### src/rtl/uart_tx_arbiter.sv
// Shares one uart_tx serializer between NUM_REQ byte-stream requesters.
// Round-robin grant, locked to one requester until its last byte or a hold timeout.
module uart_tx_arbiter #(
    parameter int NUM_REQ      = 4,
    parameter int ID_W         = 2,
    parameter int HOLD_TIMEOUT = 64,
    parameter int TIMEOUT_W    = 7
) (
    input  logic                 i_clk,
    input  logic                 i_rst,
    input  logic [NUM_REQ-1:0]   i_req,
    input  logic [8*NUM_REQ-1:0] i_data,
    input  logic [NUM_REQ-1:0]   i_last,
    output logic [NUM_REQ-1:0]   o_ack,
    output logic [ID_W-1:0]      o_grant_id,
    output logic                 o_active,
    output logic                 o_timeout,
    output logic                 o_tx_start,
    output logic [7:0]           o_tx_data,
    input  logic                 i_tx_busy,
    input  logic                 i_tx_done
);

    typedef enum logic [1:0] {IDLE, START, WAIT_DONE, HOLD} state_t;

    localparam logic [ID_W-1:0]      LAST_ID   = ID_W'(NUM_REQ - 1);
    localparam logic [ID_W:0]        NUM_REQ_W = (ID_W + 1)'(NUM_REQ);
    localparam logic [TIMEOUT_W-1:0] CNT_MAX   = TIMEOUT_W'(HOLD_TIMEOUT - 1);

    state_t               state;
    logic [ID_W-1:0]      ptr;
    logic [TIMEOUT_W-1:0] cnt;
    logic                 last_reg;

    logic [ID_W:0]        scan;
    logic                 win_found;
    logic [ID_W-1:0]      win_id;
    logic [ID_W-1:0]      sel_id;
    logic                 sel_ok;
    logic [NUM_REQ-1:0]   sel_ack;
    logic [7:0]           sel_data;
    logic                 sel_last;
    logic                 capture;
    logic [ID_W-1:0]      next_ptr;

    // Scan from the farthest offset down so the nearest set bit after ptr wins.
    always_comb begin
        win_found = 1'b0;
        win_id    = '0;
        scan      = '0;
        for (int k = NUM_REQ - 1; k >= 0; k--) begin
            scan = {1'b0, ptr} + (ID_W + 1)'(k);
            if (scan >= NUM_REQ_W) begin
                scan = scan - NUM_REQ_W;
            end
            if (i_req[scan[ID_W-1:0]]) begin
                win_found = 1'b1;
                win_id    = scan[ID_W-1:0];
            end
        end
    end

    // In HOLD only the current owner may supply the next byte.
    always_comb begin
        sel_id  = (state == HOLD) ? o_grant_id : win_id;
        sel_ok  = (state == HOLD) ? i_req[o_grant_id] : win_found;
        sel_ack = '0;
        sel_ack[sel_id] = 1'b1;
        sel_data = i_data[{sel_id, 3'b000} +: 8];
        sel_last = i_last[sel_id];
        capture  = ((state == IDLE) || (state == HOLD)) && sel_ok && !i_tx_busy;
        next_ptr = (o_grant_id == LAST_ID) ? '0 : o_grant_id + 1'b1;
    end

    always_ff @(posedge i_clk) begin
        if (i_rst) begin
            state      <= IDLE;
            ptr        <= '0;
            cnt        <= '0;
            o_ack      <= '0;
            o_grant_id <= '0;
            o_active   <= 1'b0;
            o_timeout  <= 1'b0;
            o_tx_start <= 1'b0;
            o_tx_data  <= '0;
        end else begin
            o_ack      <= '0;
            o_timeout  <= 1'b0;
            o_tx_start <= 1'b0;
            if (capture) begin
                state      <= START;
                o_ack      <= sel_ack;
                o_grant_id <= sel_id;
                o_active   <= 1'b1;
                o_tx_start <= 1'b1;
                o_tx_data  <= sel_data;
                cnt        <= '0;
            end else begin
                case (state)
                    IDLE: state <= IDLE;
                    START: state <= WAIT_DONE;
                    WAIT_DONE: begin
                        if (i_tx_done) begin
                            if (last_reg) begin
                                state    <= IDLE;
                                ptr      <= next_ptr;
                                o_active <= 1'b0;
                            end else begin
                                state <= HOLD;
                                cnt   <= '0;
                            end
                        end
                    end
                    HOLD: begin
                        if (cnt == CNT_MAX) begin
                            state     <= IDLE;
                            ptr       <= next_ptr;
                            o_active  <= 1'b0;
                            o_timeout <= 1'b1;
                        end else begin
                            cnt <= cnt + 1'b1;
                        end
                    end
                    default: state <= IDLE;
                endcase
            end
        end
    end

    always_ff @(posedge i_clk) begin
        if (capture) begin
            last_reg <= sel_last;
        end
    end

endmodule
### config.mk
export PLATFORM = sky130hd
export DESIGN_NAME = uart_tx_arbiter
export DESIGN_NICKNAME = d
export VERILOG_FILES = /design/src/rtl/uart_tx_arbiter.sv
export SDC_FILE = /design/constraint.sdc
export NUM_CORES = 1
export LEC_CHECK = 0
export BUFFER_PORTS_ARGS = -buffer_cell sky130_fd_sc_hd__buf_4
export CORE_ASPECT_RATIO = 0.9
export CORE_MARGIN = 4
export CORE_UTILIZATION = 30
export CTS_BUF_LIST = sky130_fd_sc_hd__clkbuf_4 sky130_fd_sc_hd__clkbuf_8 sky130_fd_sc_hd__clkbuf_16
export DETAILED_ROUTE_END_ITERATION = 12
export PLACE_DENSITY = 0.55
export SYNTH_ARGS = -nofsm -noshare
export SYNTH_HDL_FRONTEND = slang
export SYNTH_SLANG_ARGS = --single-unit
### constraint.sdc
create_clock -name i_clk -period 3.7 [get_ports i_clk]
set_input_delay 0 -clock i_clk [delete_from_list [all_inputs] [get_ports i_clk]]
set_output_delay 0 -clock i_clk [all_outputs]
set_load 0.1 [all_outputs]
==> flow_metrics.tcl, run 1 <==
set metrics [dict create \
    cellPowerDensity_nw_per_um2 373 \
    vias 1456 \
    reg_top3 "o_tx_data x8, cnt x7, o_ack x4" \
    synth_edf_count 1 \
    grt_max_degree 23 \
    ys_seq_elements 29 \
    final_max_slew_viol_count 0 \
    ant_nets 0 \
    yosys_warnings 0 \
    grt_usage 0.132 \
    cpPeakStageDelay_ps 420 \
    ios 61 \
    p_leak_nw 0.979 \
    use_met3 0.0357 \
    critical_path_class "flip-flop to flip-flop" \
    cts.sinks 29 \
    antenna_found_initial 0 \
    io_buffers 60 \
    die_w_um 83.8 \
    grt_pass1_wl_mm 6.80 \
    drc 0 \
    reg2reg_depth 7 \
    max-slew-margin-rel 0.514 \
    syn_inst 166 \
    cts_max_path_buffers 2 \
    rows 24 \
    fin_util 0.439 \
    fin_skew_ps 5.32 \
    final-setup-viol-count 0 \
    crit_chain "ha_1, or2_1, or4_1, o2111ai_2, nor2_1, nand2b_1, o221ai_1" \
    syn_nets 215 \
    reg2reg_to "o_tx_data[4]$_SDFFE_PP0P_" \
    yosys.area_share.simple 0.196 \
    post_cts_buffers 0 \
    ir_drop_uv 190 \
    start_util 0.315 \
    synth_ff_type "dfxtp_1" \
    finalSetupTns_ps 0 \
    synth_top_family_by_area "simple AND/OR/NAND/NOR gates" \
    yosysSeqAreaShare 0.381 \
    dr.pass1.iters 4 \
    top_register "o_tx_data" \
    max_slew.worst_pin.slew_ps 729 \
    synthMuxAreaShare 0.157 \
    met1_usage 0.174 \
    cts_tree "done" \
    drive_gt1_frac 0.320 \
    hold_ws_ps 24.0 \
    fin_nets 279 \
    clk_latency_ps 280 \
    grt_pass1_vias 1470 \
    worst_ep_required_time_ps 3840 \
    syn2layout_area_growth_pct 39.5 \
    antenna_cells 0 \
    yosysTopAreaCell "dfxtp_1" \
    ff2ff_setup_slack_ps 1240 \
    cp.arrival_ps 2600 \
    finalPower_w 0.000806 \
    syn_area_per_cell_um2 9.34 \
    synth_compound_area_frac 0.161 \
    synth_xor_area_frac 0.0282 \
    cts_htree_levels 2 \
    dp_slack_ps 1250 \
    r2r_start "state[0]$_SDFFE_PP0P_" \
    finalCriticalPeriod_ps 2460 \
    netlist_area_um2 1550 \
    cp-end-kind "flip-flop" \
    holdPathEnd "o_tx_data[7]$_SDFFE_PP0P_" \
    die_h_um 76.2 \
    top_usage_layer "met2" \
    final_cell_mix "61 x buf_4, 28 x dfxtp_1, 22 x mux2i_1" \
    final_common_cell "buf_4" \
    post_drt_wl_per_cell_um 13.7 \
    rsz0062_at_grt "false" \
    whs_path_depth 3 \
    worst_hold_path_type "input port to flip-flop" \
    worst_slack_ps 1240 \
    ys_top_cells_by_area "dfxtp_1 36%, mux2i_1 14%, o221ai_1 4.5%, ha_1 4.0%, nand3b_1 3.9%" \
    synthAdderAreaFrac 0.0404 \
    gp_congestion 0.786 \
    critPathSlowestCell "or4_1" \
    hold_start "i_data[31]" \
    drt_wl_total_mm 4.06 \
    critPathLaunchType "flip-flop" \
    largest_reg_flops 8 \
    cap_violations 0 \
    clk_pin_slew_worst_paths_ps 60 \
    grt_overflow_total 0 \
    synth_top_cell_area_share 0.362 \
    post-dp-hpwl_mm 3.09 \
    fp.dieArea_um2 6380 \
    status "completed" \
    drt_iter0_drc 78 \
    fmax_ghz 0.406 \
    via_per_inst 4.92 \
    fin_crit_sh 0.665 \
    use_met2 0.202 \
    cts_buffers 5 \
    final_hold_viol_count 0 \
    core_area_um2 4920 \
    crit_fanout 15 \
    async_reset_ff_frac 0 \
    cts-root-buf "clkbuf_8" \
    ys_types 38 \
]
-- through the flow --
step	cells	cell area, um^2
after floorplan	166	1550
after global placement	287	2070
after detailed placement	287	2070
after CTS	296	2160
after global routing	296	2160
final	296	2160
-- synth_stat cells, types with 2 or more instances --
cell	n
o221ai_1	8
nor2_1	16
mux2i_1	22
o21ai_0	6
o21a_1	2
buf_2	3
nor2b_1	2
dfxtp_1	28
clkbuf_1	2
and3_1	3
xor2_1	4
nand2_1	10
nand4_1	3
nand3b_1	8
a21o_1	2
nand2b_1	4
ha_1	5
a21oi_1	7
inv_1	9
nand3_1	4
-- worst max path at each step --
| stage | start | slack, ps | endpoint | cells past startpoint |
|---|---|---|---|---|
| 2_1_floorplan | o_grant_id[1]$_SDFFE_PP0P_ | 1150 | ptr[0]$_SDFFE_PP0P_ | 5 |
| 3_3_place_gp | o_grant_id[1]$_SDFFE_PP0P_ | 1300 | o_tx_data[0]$_SDFFE_PP0P_ | 5 |
| 3_5_place_dp | o_grant_id[1]$_SDFFE_PP0P_ | 1250 | o_tx_data[5]$_SDFFE_PP0P_ | 5 |
| 4_1_cts | o_grant_id[1]$_SDFFE_PP0P_ | 1240 | o_tx_data[4]$_SDFFE_PP0P_ | 5 |
| 5_1_grt | state[1]$_SDFFE_PP0P_ | 950 | o_tx_data[2]$_SDFFE_PP0P_ | 6 |
| 6_report | state[0]$_SDFFE_PP0P_ | 1240 | o_tx_data[4]$_SDFFE_PP0P_ | 7 |
-- where the power goes --
group	total (W)	internal [W]	switching [W]	leakage (nW)
sequential	0.000337	0.000328	0.00000874	0.238
combinational	0.000213	0.0000750	0.000139	0.693
clock	0.000256	0.000137	0.000118	0.0484
total	0.000806	0.000541	0.000266	0.979
-- kinds of logic after synthesis --
family,Yosys count
adder cells (fa/ha/maj),5
AO/OA/AOI/OAI,34
AND/OR/NAND/NOR,56
buffers and inverters,14
XOR/XNOR,5
flip-flops,29
multiplexers,23
-- final cells by class --
| class | count | area [um^2] |
|---|---|---|
| flip-flops and latches | 29 | 591 |
| well taps | 65 | 81.3 |
| clock buffers | 6 | 76.3 |
| fillers | 488 | 2760 |
| clock inverters | 2 | 10.0 |
| multi-input cells | 123 | 903 |
| inverters | 9 | 33.8 |
| repair buffers | 62 | 468 |
-- per-layer routing --
layer	up-vias	part of all wire
li1	738	-
met1	672	0.46
met2	41	0.47
met3	5	0.056
met4	0	0.017
met5	-	0
-- critical path, delay by kind of cell (launching register included) --
kind | cells | cell delay (ps)
DFF | 1 | 340
and+or+nand+nor | 4 | 1190
adders and majority gates | 1 | 300
AOI/OAI and AO/OA | 2 | 500
-- repair_timing --
item | 4_1_cts | 5_1_grt
resized for setup | 0 | 0
hold buffers | 1 | 0
hold endpoints to repair | 2 | 0
Note: power is estimated with default switching activity, not from simulation.
==> run 2, diff against run 1 <==
--- a/config.mk
+++ b/config.mk
@@ -11,7 +11,7 @@
 export CORE_UTILIZATION = 30
 export CTS_BUF_LIST = sky130_fd_sc_hd__clkbuf_4 sky130_fd_sc_hd__clkbuf_8 sky130_fd_sc_hd__clkbuf_16
 export DETAILED_ROUTE_END_ITERATION = 12
-export PLACE_DENSITY = 0.55
+export PLACE_DENSITY = 0.57
 export SYNTH_ARGS = -nofsm -noshare
 export SYNTH_HDL_FRONTEND = slang
 export SYNTH_SLANG_ARGS = --single-unit
==> constraint.sdc (replaced) <==
create_clock -name i_clk -period 2.1 [get_ports i_clk]
set_input_delay 0 -clock i_clk [delete_from_list [all_inputs] [get_ports i_clk]]
set_output_delay 0 -clock i_clk [all_outputs]
set_load 0.1 [all_outputs]
==> flow_metrics.tcl, run 2 (same netlist as run 1, synthesis figures left out) <==
set metrics [dict create \
    status "completed" \
    top_register "o_tx_data" \
    crit_family "simple AND/OR/NAND/NOR gates" \
    crit_buf_inv 1 \
    fmax_ghz 0.508 \
    via_per_inst 4.74 \
    p_leak_nw 1.04 \
    ant_nets 0 \
    io_buffers 60 \
    critical_path_class "flip-flop to flip-flop" \
    post_cts_buffers 0 \
    r2r_start "state[0]$_SDFFE_PP0P_" \
    fin_crit_sh 0.937 \
    crit_fanout 5 \
    largest_reg_flops 8 \
    p_sw_frac 0.332 \
    die_w_um 83.8 \
    crit_chain "ha_1, or2_1, or4_4, o2111ai_2, buf_6, nand2b_1, a21o_1, nor2_1" \
    final_hold_viol_count 0 \
    grt_overflow_total 0 \
    p_seq_frac 0.409 \
    max-slew-margin-rel 0.817 \
    hold_ws_ps 32.4 \
    post-dp-hpwl_mm 3.10 \
    hold_start "i_data[31]" \
    power.share.clock 0.317 \
    max_slew.worst_pin.slew_ps 272 \
    ff2ff_setup_slack_ps 130 \
    cts_tree "done" \
    cp-end-kind "flip-flop" \
    vias 1442 \
    worst_ep_required_time_ps 2310 \
    drt_iter0_drc 42 \
    clk_latency_ps 280 \
    gp_congestion 0.819 \
    antenna_cells 0 \
    syn2layout_area_growth_pct 46.7 \
    cts_buffers 5 \
    drt_wl_total_mm 4.18 \
    drive_gt1_frac 0.368 \
    worst_hold_path_type "input port to flip-flop" \
    cp.arrival_ps 2180 \
    finalSetupTns_ps 0 \
    critPathLaunchType "flip-flop" \
    fin_util 0.462 \
    finalCriticalPeriod_ps 1970 \
    final_max_slew_viol_count 0 \
    die_h_um 76.2 \
    nFillCells 511 \
    fin_skew_ps 6.88 \
    final-setup-viol-count 0 \
    clk_pin_slew_worst_paths_ps 60 \
    grt_max_degree 23 \
    fin_nets 287 \
    rows 24 \
    crit_start "state[0]$_SDFFE_PP0P_" \
    ios 61 \
    cts.sinks 29 \
    grt_usage 0.136 \
    post_drt_wl_per_cell_um 13.8 \
    ir_drop_uv 270 \
    fp.dieArea_um2 6380 \
    internal_power_w 0.000969 \
    rsz0062_at_grt "false" \
    cts-root-buf "clkbuf_8" \
    grt_pass1_vias 1469 \
    start_util 0.315 \
    cellPowerDensity_nw_per_um2 638 \
    final_cell_mix "66 x buf_4, 26 x dfxtp_1, 22 x mux2i_1" \
    drc 0 \
    cap_violations 0 \
    cpPeakStageDelay_ps 420 \
    core_area_um2 4920 \
    cts_max_path_buffers 2 \
    dr.pass1.iters 4 \
    reg_top3 "o_tx_data x8, cnt x7, o_ack x4" \
    antenna_found_initial 0 \
    finalPower_w 0.00145 \
    final_common_cell "buf_4" \
    p_sw_w 0.000482 \
    cts_htree_levels 2 \
    grt_pass1_wl_mm 7.07 \
    critPathSlowestCell "or4_4" \
    power.share.combinational 0.275 \
]
-- run 2: cell type report --
class	count	area, um^2	area share
Multi-Input combinational cell	123	916	0.403
Tap cell	65	81.3	0.0358
Sequential cell	29	596	0.262
Clock inverter	2	10.0	0.00440
Inverter	9	37.5	0.0165
Timing Repair Buffer	70	557	0.245
Clock buffer	6	76.3	0.0336
-- run 2: final timing paths --
| path | end | depth (start not counted) |
|---|---|---|
| min | o_tx_data[7]$_SDFFE_PP0P_ | 3 |
| min reg2reg | o_timeout$_SDFF_PP0_ | 1 |
| max reg2reg | cnt[5]$_SDFFE_PP0P_ | 8 |
| max | cnt[5]$_SDFFE_PP0P_ | 8 |
-- run 2: what timing repair did --
action	CTS	global route
endpoints found under the setup margin	0	14
hold buffers	1	0
resized for setup	0	5
hold endpoints to repair	3	0
-- run 2: worst register-to-register path, delay by kind of cell (launching register included) --
family	cells	cell delay (ps)
buf+inv	1	150
simple gates	4	910
flops	1	310
fa+ha+maj	1	200
compound gates	2	340
-- run 2: per-layer routing --
| layer | global-route usage | routed length, um | vias to the layer above |
|---|---|---|---|
| met5 | 0 | 0 | - |
| met4 | 0.0434 | 27 | 0 |
| met3 | 0.0486 | 177 | 2 |
| met2 | 0.217 | 2000 | 26 |
| met1 | 0.171 | 1980 | 658 |
| li1 | - | - | 756 |
-- run 2: per-stage QoR --
stage	instances	setup WS, ps	area, um^2
after floorplan	166	82.6	1560
after global placement	295	85.8	2160
after detailed placement	295	73.5	2160
after CTS	304	59.6	2250
after global routing	304	2.60	2270
final	304	132	2270
-- run 2: power groups by stage --
stage               registers (W)  logic (W)  clock network, W
floorplan                0.000753   0.000104                 0
global placement         0.000605   0.000397                 0
detailed placement       0.000604   0.000396                 0
CTS                      0.000593   0.000399          0.000479
global route             0.000596   0.000423          0.000507
finish                   0.000593   0.000399          0.000459
==> run 3, diff against run 2 <==
--- a/config.mk
+++ b/config.mk
@@ -11,7 +11,7 @@
 export CORE_UTILIZATION = 30
 export CTS_BUF_LIST = sky130_fd_sc_hd__clkbuf_4 sky130_fd_sc_hd__clkbuf_8 sky130_fd_sc_hd__clkbuf_16
 export DETAILED_ROUTE_END_ITERATION = 12
-export PLACE_DENSITY = 0.57
+export PLACE_DENSITY = 0.66
 export SYNTH_ARGS = -nofsm -noshare
 export SYNTH_HDL_FRONTEND = slang
 export SYNTH_SLANG_ARGS = --single-unit
==> flow_metrics.tcl, run 3 (same netlist as run 1, synthesis figures left out) <==
set metrics [dict create \
    worst_ep_required_time_ps 2250 \
    worst_hold_path_type "input port to flip-flop" \
    grt_pass1_wl_mm 6.56 \
    start_util 0.315 \
    fin_crit_sh 0.949 \
    place_area_um2 2160 \
    syn2layout_area_growth_pct 48.6 \
    finalPower_w 0.00149 \
    fin_skew_ps 7.65 \
    io_buffers 60 \
    drc 0 \
    fmax_ghz 0.502 \
    grt_usage 0.125 \
    final-setup-viol-count 0 \
    gp_congestion 0.839 \
    largest_reg_flops 8 \
    cts-root-buf "clkbuf_8" \
    cts_buffers 5 \
    ant_nets 0 \
    clk_latency_ps 270 \
    drt_wl_total_mm 3.99 \
    via_per_inst 4.88 \
    final_hold_viol_count 0 \
    ir_drop_uv 400 \
    rsz0062_at_grt "true" \
    hold_ws_ps 33.4 \
    grt_pass1_vias 1433 \
    cts_max_path_buffers 2 \
    cp-end-kind "flip-flop" \
    cts.sinks 29 \
    clk_pin_slew_worst_paths_ps 60 \
    fp.dieArea_um2 6380 \
    max-slew-margin-rel 0.764 \
    rows 24 \
    final_common_cell "buf_4" \
    reg_top3 "o_tx_data x8, cnt x7, o_ack x4" \
    status "completed" \
    ios 61 \
    post-dp-hpwl_mm 3.01 \
    top_register "o_tx_data" \
    finalSetupTns_ps 0 \
    cellPowerDensity_nw_per_um2 648 \
    antenna_found_initial 0 \
    final_max_slew_viol_count 0 \
    drt_iter0_drc 60 \
    p_leak_nw 1.05 \
    cap_violations 0 \
    crit_fanout 5 \
    postLayoutCellArea_um2 2300 \
    fin_nets 292 \
    nFillCells 498 \
    grt_overflow_total 0 \
    max_slew.worst_pin.slew_ps 354 \
    antenna_cells 0 \
    critical_path_class "flip-flop to flip-flop" \
    die_w_um 83.8 \
    critPathLaunchType "flip-flop" \
    core_area_um2 4920 \
    die_h_um 76.2 \
    dr.pass1.iters 4 \
    cp.arrival_ps 2140 \
    cts_tree "done" \
    cts_htree_levels 2 \
    vias 1508 \
    post_drt_wl_per_cell_um 12.9 \
    finalCriticalPeriod_ps 1990 \
    grt_max_degree 23 \
    final_cell_mix "72 x buf_4, 26 x dfxtp_1, 22 x mux2i_1" \
    drive_gt1_frac 0.373 \
]
==> run 3: path summary, 6_finish.rpt <==
kind,startpoint,endpoint,slack [ps],depth (start not counted)
worst max-delay path,state[0]$_SDFFE_PP0P_,o_tx_data[0]$_SDFFE_PP0P_,110,8
worst min-delay path,i_data[25],o_tx_data[1]$_SDFFE_PP0P_,30,3
worst max register to register,state[0]$_SDFFE_PP0P_,o_tx_data[0]$_SDFFE_PP0P_,110,8
worst min register to register,cnt[6]$_SDFFE_PP0P_,o_timeout$_SDFF_PP0_,490,1
==> run 3: repair_timing <==
action / in CTS / in global routing
gates resized for setup: 0 / 3
setup buffers: 0 / 3
setup endpoints to repair: 0 / 13
endpoints found under the hold margin: 3 / 0
hold buffers: 1 / 0
==> run 3: metal layers <==
layer / up-vias / part of all wire / track usage / wire (um)
li1: 762 / - / - / -
met1: 698 / 0.44 / 0.157 / 1760
met2: 42 / 0.48 / 0.201 / 1930
met3: 6 / 0.056 / 0.0292 / 223
met4: 0 / 0.021 / 0.0595 / 82
met5: - / 0 / 0 / 0
==> run 3: worst max-delay path, cell delays in order, from the launching register on <==
cell and delay [ps]:
dfxtp_1 310, ha_1 200, or2_1 220, or4_1 420
o2111ai_2 180, nor2_1 150, nand2b_1 120, buf_4 140
o221ai_1 130
==> run 3: cell type report <==
cell class,count,area [um^2],area share
clock buffers,7,96.3,0.0418
clock inverters,1,5.00,0.00217
inverters,9,37.5,0.0163
multi-input cells,123,906,0.393
flip-flops and latches,29,596,0.259
well taps,65,81.3,0.0353
repair buffers,75,582,0.253
==> run 3: where the power goes <==
| part | total (W) | switching, W | internal (W) |
|---|---|---|---|
| sequential | 0.000594 | 0.0000155 | 0.000578 |
| combinational | 0.000401 | 0.000249 | 0.000152 |
| clock | 0.000498 | 0.000203 | 0.000296 |
| total | 0.00149 | 0.000468 | 0.00103 |
==> run 3: per-stage QoR <==
stage / std cells / setup slack, ps / util
2_1_floorplan: 166 / 82.6 / -
3_3_place_gp: 297 / 111 / 0.439
3_5_place_dp: 297 / 42.8 / 0.439
4_1_cts: 306 / 44.1 / 0.461
5_1_grt: 309 / -27.0 / 0.468
6_report: 309 / 107 / 0.468
